==> config.mk <==
export PLATFORM = sky130hd
export DESIGN_NAME = trap_csr_unit
export DESIGN_NICKNAME = d
export VERILOG_FILES = /design/src/rtl/trap_csr_unit.sv
export SDC_FILE = /design/constraint.sdc
export NUM_CORES = 1
export LEC_CHECK = 0
export ABC_CLOCK_PERIOD_IN_PS = 8000
export BUFFER_PORTS_ARGS = -buffer_cell sky130_fd_sc_hd__buf_2
export CAP_MARGIN = 20
export CORE_MARGIN = 1
export CORE_UTILIZATION = 45
export DETAILED_ROUTE_END_ITERATION = 16
export MAX_ROUTING_LAYER = met4
export PLACE_DENSITY = 0.69
export SKIP_CTS_REPAIR_TIMING = 1
export SYNTH_ARGS = -nofsm -noshare
export SYNTH_HDL_FRONTEND = slang
export SYNTH_SLANG_ARGS = --single-unit
export TNS_END_PERCENT = 50
==> constraint.sdc <==
create_clock -name clk -period 8 [get_ports clk]
set_input_delay 1.6 -clock clk [delete_from_list [all_inputs] [get_ports clk]]
set_output_delay 1.6 -clock clk [all_outputs]
set_load 0.005 [all_outputs]
==> src/rtl/trap_csr_unit.sv <==
// trap_csr_unit
//   Machine-mode CSR file and trap sequencer placed after the EX-stage
//   exception detector. It takes exceptions and mret, updates
//   mstatus/mepc/mcause/mtvec/mscratch, and issues a held PC redirect
//   plus a pipeline flush to fetch. It also executes CSRRW/CSRRS/CSRRC.
// Ports
//   clk, rst_n                       clock, asynchronous active-low reset
//   exp_occur, mret_occur            trap / return event in EX
//   mepc_change, mcause_change       faulting PC and cause code
//   m_status_change                  mstatus OR-mask applied on mret
//   csr_en, csr_op, csr_addr,
//   csr_wdata, csr_src_zero          CSR instruction in EX
//   redirect_ready                   fetch accepts the redirect
//   csr_rdata, csr_addr_bad          old CSR value / unimplemented address (comb)
//   m_status                         current mstatus
//   redirect_valid, redirect_pc,
//   flush                            held redirect to fetch
module trap_csr_unit #(
  parameter logic [31:0] RESET_MTVEC   = 32'h0000_0000,
  parameter logic [31:0] RESET_MSTATUS = 32'h0000_1800
) (
  input  logic        clk,
  input  logic        rst_n,
  input  logic        exp_occur,
  input  logic        mret_occur,
  input  logic [31:0] mepc_change,
  input  logic [31:0] mcause_change,
  input  logic [31:0] m_status_change,
  input  logic        csr_en,
  input  logic [1:0]  csr_op,
  input  logic [11:0] csr_addr,
  input  logic [31:0] csr_wdata,
  input  logic        csr_src_zero,
  input  logic        redirect_ready,
  output logic [31:0] csr_rdata,
  output logic        csr_addr_bad,
  output logic [31:0] m_status,
  output logic        redirect_valid,
  output logic [31:0] redirect_pc,
  output logic        flush
);

  localparam logic [11:0] A_MSTATUS  = 12'h300;
  localparam logic [11:0] A_MTVEC    = 12'h305;
  localparam logic [11:0] A_MSCRATCH = 12'h340;
  localparam logic [11:0] A_MEPC     = 12'h341;
  localparam logic [11:0] A_MCAUSE   = 12'h342;

  typedef enum logic {
    S_IDLE,
    S_REDIRECT
  } state_t;

  state_t      r_state;
  logic        r_redirect_valid;
  logic [31:0] r_redirect_pc;
  logic [31:0] r_mstatus;
  logic [31:0] r_mtvec;
  logic [31:0] r_mepc;
  logic [31:0] r_mcause;
  logic [31:0] r_mscratch;

  logic        w_hit;
  logic [31:0] w_old;
  logic [31:0] w_new;
  logic        w_wr;
  logic [31:0] w_trap_mstatus;
  logic [31:0] w_mret_mstatus;

  // CSR read mux; unimplemented addresses read as zero
  always_comb begin
    w_hit = 1'b1;
    w_old = '0;
    case (csr_addr)
      A_MSTATUS:  w_old = r_mstatus;
      A_MTVEC:    w_old = r_mtvec;
      A_MSCRATCH: w_old = r_mscratch;
      A_MEPC:     w_old = r_mepc;
      A_MCAUSE:   w_old = r_mcause;
      default: begin
        w_hit = 1'b0;
        w_old = '0;
      end
    endcase
  end

  always_comb begin
    w_new = w_old;
    case (csr_op)
      2'b01:   w_new = csr_wdata;
      2'b10:   w_new = w_old | csr_wdata;
      2'b11:   w_new = w_old & ~csr_wdata;
      default: w_new = w_old;
    endcase
  end

  // RS/RC with a zero source are pure reads; events in the same cycle win
  assign w_wr = (r_state == S_IDLE) && csr_en && !exp_occur && !mret_occur &&
                w_hit && (csr_op != 2'b00) &&
                ((csr_op == 2'b01) || !csr_src_zero);

  always_comb begin
    w_trap_mstatus        = r_mstatus;
    w_trap_mstatus[7]     = r_mstatus[3];
    w_trap_mstatus[3]     = 1'b0;
    w_trap_mstatus[12:11] = 2'b00;
  end

  // MIE is restored from the MPIE held before the OR-mask is applied
  always_comb begin
    w_mret_mstatus    = r_mstatus | m_status_change;
    w_mret_mstatus[3] = r_mstatus[7];
    w_mret_mstatus[7] = 1'b1;
  end

  always_ff @(posedge clk or negedge rst_n) begin
    if (!rst_n) begin
      r_state          <= S_IDLE;
      r_redirect_valid <= 1'b0;
      r_redirect_pc    <= '0;
      r_mstatus        <= RESET_MSTATUS;
      r_mtvec          <= {RESET_MTVEC[31:2], 2'b00};
      r_mepc           <= '0;
      r_mcause         <= '0;
      r_mscratch       <= '0;
    end else begin
      case (r_state)
        S_IDLE: begin
          if (exp_occur) begin
            r_mepc           <= {mepc_change[31:1], 1'b0};
            r_mcause         <= mcause_change;
            r_mstatus        <= w_trap_mstatus;
            r_redirect_pc    <= {r_mtvec[31:2], 2'b00};
            r_redirect_valid <= 1'b1;
            r_state          <= S_REDIRECT;
          end else if (mret_occur) begin
            r_mstatus        <= w_mret_mstatus;
            r_redirect_pc    <= r_mepc;
            r_redirect_valid <= 1'b1;
            r_state          <= S_REDIRECT;
          end else if (w_wr) begin
            case (csr_addr)
              A_MSTATUS:  r_mstatus  <= w_new;
              A_MTVEC:    r_mtvec    <= {w_new[31:2], 2'b00};
              A_MSCRATCH: r_mscratch <= w_new;
              A_MEPC:     r_mepc     <= {w_new[31:1], 1'b0};
              A_MCAUSE:   r_mcause   <= w_new;
              default:    ;
            endcase
          end
        end
        S_REDIRECT: begin
          if (redirect_ready) begin
            r_redirect_valid <= 1'b0;
            r_state          <= S_IDLE;
          end
        end
        default: begin
          r_redirect_valid <= 1'b0;
          r_state          <= S_IDLE;
        end
      endcase
    end
  end

  assign csr_rdata      = w_old;
  assign csr_addr_bad   = csr_en & ~w_hit;
  assign m_status       = r_mstatus;
  assign redirect_valid = r_redirect_valid;
  assign redirect_pc    = r_redirect_pc;
  assign flush          = r_redirect_valid;

endmodule

### Word level (Yosys, flattened, before mapping)

Index checks and enable logic that the tools add are counted.

| storage, ports and cells | value |
|---|---|
| bits in registers | 192 |
| input port bits | 149 |
| output and inout port bits | 99 |
| logic and storage cells | 82 |

| operators by class | value |
|---|---|
| equality and inequality tests | 11 |
| muxes and demuxes | 25 |
| bitwise logic cells | 9 |
| reductions and logical operators | 28 |

Operators by type and width:

| operator | number |
|---|---|
| 32-bit 2-to-1 mux | 13 |
| 32-bit case mux with 5 select lines | 1 |
| 32-bit case mux with 3 select lines | 1 |
| 32-bit bitwise OR | 2 |
| 12-bit by 10-bit equality test with 1-bit output (second input constant) | 5 |
| 32-bit AND | 1 |
| 32-bit NOT | 1 |
| 2-bit nonzero test | 7 |
| 13-bit 2-to-1 mux | 1 |
| 4-bit AND reduction | 3 |
| 5-bit AND reduction | 2 |
| 1-bit 2-to-1 mux | 7 |
| 1-bit logical AND | 6 |
| 3-bit nonzero test | 2 |
| 5-bit OR reduction | 1 |
| 2-bit equality test (second input constant) | 2 |
| 2-bit inequality test (second input constant) | 2 |
| 1-bit NOT | 4 |
| 1-bit case mux with 2 select lines | 2 |
| 2-bit AND reduction | 2 |
| 1-bit logical NOT | 3 |
| 3-bit inequality test (second input constant) | 1 |
| 3-bit AND reduction | 1 |
| 2-bit by 1-bit equality test with 1-bit output (second input constant) | 1 |
| other kinds (2) | 2 |

### Logic depth before layout (Yosys ltp)

| depth | value |
|---|---|
| depth after elaboration | 10 |
| depth in mapped cells | 9 |
| gate-level depth less buffers | 5 |

### Worst setup path before layout

Ideal clock, no wire load.

| path | value |
|---|---|
| path type | in2out |
| from | input csr_addr[5] |
| to | output csr_rdata[3] |
| arrival | 3.139 ns |
| required time | 6.400 ns |
| path slack | 3.261 ns |
| cell stages on the path | 6 |
| path buffers | 2 |
| path through | or3_1 > or4_1 > clkbuf_1 > clkbuf_1 > a21oi_1 > or2_2 |

| on the way | value |
|---|---|
| cells in the longest elaborated chain, start to end | 2 |
| elaborated cells between the ends (all ways) | 6 |
| those cells by class | eq/ne: 5; mux: 1 |

RTL lines:

| what | line | text |
|---|---|---|
| from (decl) | 31 | `input logic [11:0] csr_addr,` |
| 12-bit by 10-bit equality test with 1-bit output | 74 | `case (csr_addr)` |
| 32-bit case mux with 5 select lines * | 74 |  |
| to (decl) | 35 | `output logic [31:0] csr_rdata,` |

Every way passes the cells marked *; elsewhere a longest branch is shown, timed or not.

### Worst setup path in the final report

| path | value |
|---|---|
| from | input csr_addr[6] |
| to | output csr_rdata[11] |

Same word-level chain as after synthesis.

==> implementation parameters <==
Parameter                              Value

Worst setup path
  Reg2Reg Launch Point ... r_state
  Maximum single-stage delay on the critical path ... about 830 ps
  Launch point of the critical path ... csr_addr[6]
  Crit path top cell by count ... sky130_fd_sc_hd__buf_2
  Crit path kind ... in -> out
  Highest-delay cell along the critical path ... sky130_fd_sc_hd__nor4_1
  Number of buffers and inverters on the critical path ... 3
  Worst Path Required ... 6400 ps
  Arrival time worst endpoint ... 4390 ps
  Crit path max-delay family ... simple AND/OR/NAND/NOR gates
  Worst setup EP type ... output pin
  Worst setup SP type ... input pin
  Critical-path cell list ... buf_2, buf_4, or3b_1, nor4_1, a221o_1, or2_2, buf_2
  Maximum fanout count along the critical path ... 56

Logic synthesis
  Avg Cell Area, Syn ... 9.42 um2
  Async SR Flop Fraction ... 100%
  Number of nets in the synthesized netlist ... 1,249
  Most frequent cells after synthesis ... sky130_fd_sc_hd__dfrtp_1, sky130_fd_sc_hd__o21ai_0, sky130_fd_sc_hd__nand2_1
  Post-synthesis sequential area ratio ... 45.9%
  Synthesized flop and latch total ... 190
  Post-synth design cell area ... 10,400 um2
  Fraction of the mapped netlist area in adder cells ... 0%
  Simple logic cell fraction of the synthesized area ... 17.0%
  Dominant combinational cell family by area after synthesis ... compound AO/OA/AOI/OAI gates
  Most area-consuming cells after synthesis ... sky130_fd_sc_hd__dfrtp_1, sky130_fd_sc_hd__o21ai_0, sky130_fd_sc_hd__a22oi_1, sky130_fd_sc_hd__nand2_1, sky130_fd_sc_hd__mux2i_1
  Synth area leader ... sky130_fd_sc_hd__dfrtp_1
  Post-Synthesis Cells ... 1,100
  Area share of the leading cell type in the synthesized netlist ... between 40% and 50%
  Portion of netlist area occupied by mux cells ... 6.60%
  Post-synthesis compound-gate area fraction ... 24.7%
  Number of enable flip-flop cells after synthesis ... 0
  XOR/XNOR Fraction of Synth Area ... roughly 1.4%
  Yosys synthesis warning count ... 0
  Top-count cell post-synth ... sky130_fd_sc_hd__dfrtp_1
  Post-synth cell types ... 61
  Prevailing post-synth register cell ... sky130_fd_sc_hd__dfrtp_1

Global routing
  Maximum number of pins on one net before global-route repair ... 80
  Number of global-route vias before repair ... between 9,000 and 10,000
  All-Layer GR Usage ... 31.7%
  Global-route wire length before repair ... 55.3 mm
  Initial antenna violation count ... 5
  Aggregate global routing overflow ... 0

Timing
  Clock period minus worst slack ... 5990 ps
  Count of final setup violators ... 0
  Hold Fails Final Rpt ... 0
  Total Negative Setup Slacks ... 0 ps
  Slew Limit Fails ... 0
  Hold WS ... 474 ps
  RSZ-0062 raised after global routing ... false
  Transition time at the pin with the least slew margin ... 1120 ps
  Fin Clk Skew ... 12.7 ps
  Share of the clock period used by the worst path after layout ... around 75%
  Max_slew headroom ... 25.1%
  Fmax ... 0.167 GHz

CTS
  Clock tree from TritonCTS ... built
  Clock root buffer master ... sky130_fd_sc_hd__clkbuf_16
  Clock network latency to the later pin of the worst-skew pair ... 440 ps
  Sink Count ... 190
  Maximum buffer depth of the clock tree ... 2
  Clock-pin slew of the registers on the worst-case setup and hold paths ... 70 ps
  H-tree depth ... 4
  Clock buffers created by TritonCTS ... 17

Route
  First-pass iteration count of the detailed router ... 5
  Number of vias after detailed routing ... 9,898
  DR WL/cell ... between 20 and 25 um
  Post-route antenna net violation count ... 0
  Detail-routed via count per cell ... 6.22
  Total wirelength of the detailed-routed design ... 36.4 mm
  Drt first-iter violations ... 891
  Drt drc ... 0

Final layout
  Post-synthesis to final-layout area growth ... 19.9%
  Net count reported at finish ... 1,437
  Fill cell total of the finished layout ... 2,079
  Final instance area ... 12,400 um2
  Layout cells sized above 1 ... 27.9%
  Fin util ... 54.9%

Power
  Sequential share of power ... 46.5%
  Worst vdd rail ir drop ... 0.122 mV
  Power per standard cell area ... 202 nW/um2
  Leakage power summed over all cells ... 5.71 nW
  Combinational group share of total power ... 17.9%
  Share of power burned in the clock network ... 35.6%
  Internal power summed over all cells ... 0.00176 W
  Design Power ... approximately 0.0025 W
  Fraction of power spent switching nets ... 30.2%
  Net switching power figure ... 0.000760 W

Floorplanning
  Die width ... 154 um
  Number of top-level pins ... 248
  Effective utilization at floorplan ... between 40% and 50%
  Standard-cell row count ... 55
  Die Y ... around 150 um
  Area of the core region ... 22,600 um2
  Area of the die ... between 20,000 and 25,000 um2

Placement
  Last weighted congestion value of the routability-driven placer ... 0.866
  IO buf count ... around 240
  DPL Wire Length ... 23.5 mm
  Placed instance area ... ~12,000 um2

Worst hold path
  Hold/Removal Path Class ... reg -> reg
  Hold path start ... redirect_pc[16]

Status
  Outcome ... finished, final reports clean

Flow run
  Max-cap check violation count ... 0
final timing paths:
kind                                   endpoint  slack [ps]  cells past startpoint
worst max-delay path              csr_rdata[11]        2010                      7
worst min-delay path            redirect_pc[16]         470                      2
worst max register to register      r_mtvec[23]        4720                      6
worst min register to register  redirect_pc[16]         470                      2
max in group asynchronous           r_mtvec[23]        5500                      2
min in group asynchronous        redirect_pc[6]        1160                      1
routing by layer:
metal,part of all wire (%),vias to the layer above,GRT usage [%]
met5,0,-,-
met4,2.8,0,12.2
met3,8.7,72,7.19
met2,46,550,48.1
met1,43,4853,41.4
li1,-,4423,-
state kept, by name (all words and copies together), names as in the netlist:
| name | cells |
|---|---|
| r_mtvec | 30 |
| r_mepc | 31 |
| r_mcause | 32 |
| m_status | 32 |
| flush | 1 |
| r_mscratch | 32 |
| redirect_pc | 31 |
| r_state | 1 |
per-stage QoR:
step	setup WS [ps]	instances
3_5_place_dp	2150	1550
2_1_floorplan	3260	1100
4_1_cts	2160	1582
6_report	2010	1591
5_1_grt	1970	1591
3_3_place_gp	2180	1548
tightest hold or removal path, stage by stage, from the launching register on:
cell and delay (ps):
sky130_fd_sc_hd__dfrtp_1 340, sky130_fd_sc_hd__nand2_1 50, sky130_fd_sc_hd__o21ai_0 60
power groups by stage:
stage          sequential [W]  clock, W  combinational (W)
2_1_floorplan         0.00116         0           0.000250
3_3_place_gp          0.00118         0           0.000434
3_5_place_dp          0.00118         0           0.000446
4_1_cts               0.00116  0.000904           0.000447
5_1_grt               0.00118  0.000943           0.000499
6_report              0.00117  0.000896           0.000450
kinds of logic after synthesis:
group                     Yosys count
muxes                              65
other                               1
AOI/OAI and AO/OA                 409
xor gates and xnor gates           17
DFF                               190
and+or+nand+nor                   314
buffers and inverters             104
area by class of cell:
cell class	count	area, um2	share of cell area (%)
Antenna cell	5	12.5	0.101
Clock buffer	18	429	3.45
Clock inverter	14	174	1.40
Inverter	7	26.3	0.211
Multi-Input combinational cell	806	5220	42.0
Sequential cell	190	4760	38.3
Tap cell	285	357	2.87
Timing Repair Buffer	266	1450	11.7
cells in the final DEF, fill, tap and decap left out, types with 8 or more instances in the layout:
cell type	netlist	layout
sky130_fd_sc_hd__xnor2_1	17	17
sky130_fd_sc_hd__a22oi_1	70	70
sky130_fd_sc_hd__a211oi_1	27	27
sky130_fd_sc_hd__buf_4	3	18
sky130_fd_sc_hd__or2_2	20	20
sky130_fd_sc_hd__nand3b_1	15	15
sky130_fd_sc_hd__clkbuf_16	0	17
sky130_fd_sc_hd__nand2_1	136	136
sky130_fd_sc_hd__dfrtp_1	188	188
sky130_fd_sc_hd__nand3_1	9	8
sky130_fd_sc_hd__and2_1	36	36
sky130_fd_sc_hd__a31oi_1	8	8
sky130_fd_sc_hd__and3b_1	32	32
sky130_fd_sc_hd__o21ai_1	20	20
sky130_fd_sc_hd__a21o_1	8	8
sky130_fd_sc_hd__a21oi_1	53	51
sky130_fd_sc_hd__mux2_2	27	27
sky130_fd_sc_hd__o31ai_1	16	16
sky130_fd_sc_hd__buf_2	11	242
sky130_fd_sc_hd__mux2i_1	38	38
sky130_fd_sc_hd__a221o_1	10	10
sky130_fd_sc_hd__o21ai_0	157	157
Note: power is estimated with default switching activity, not from simulation.
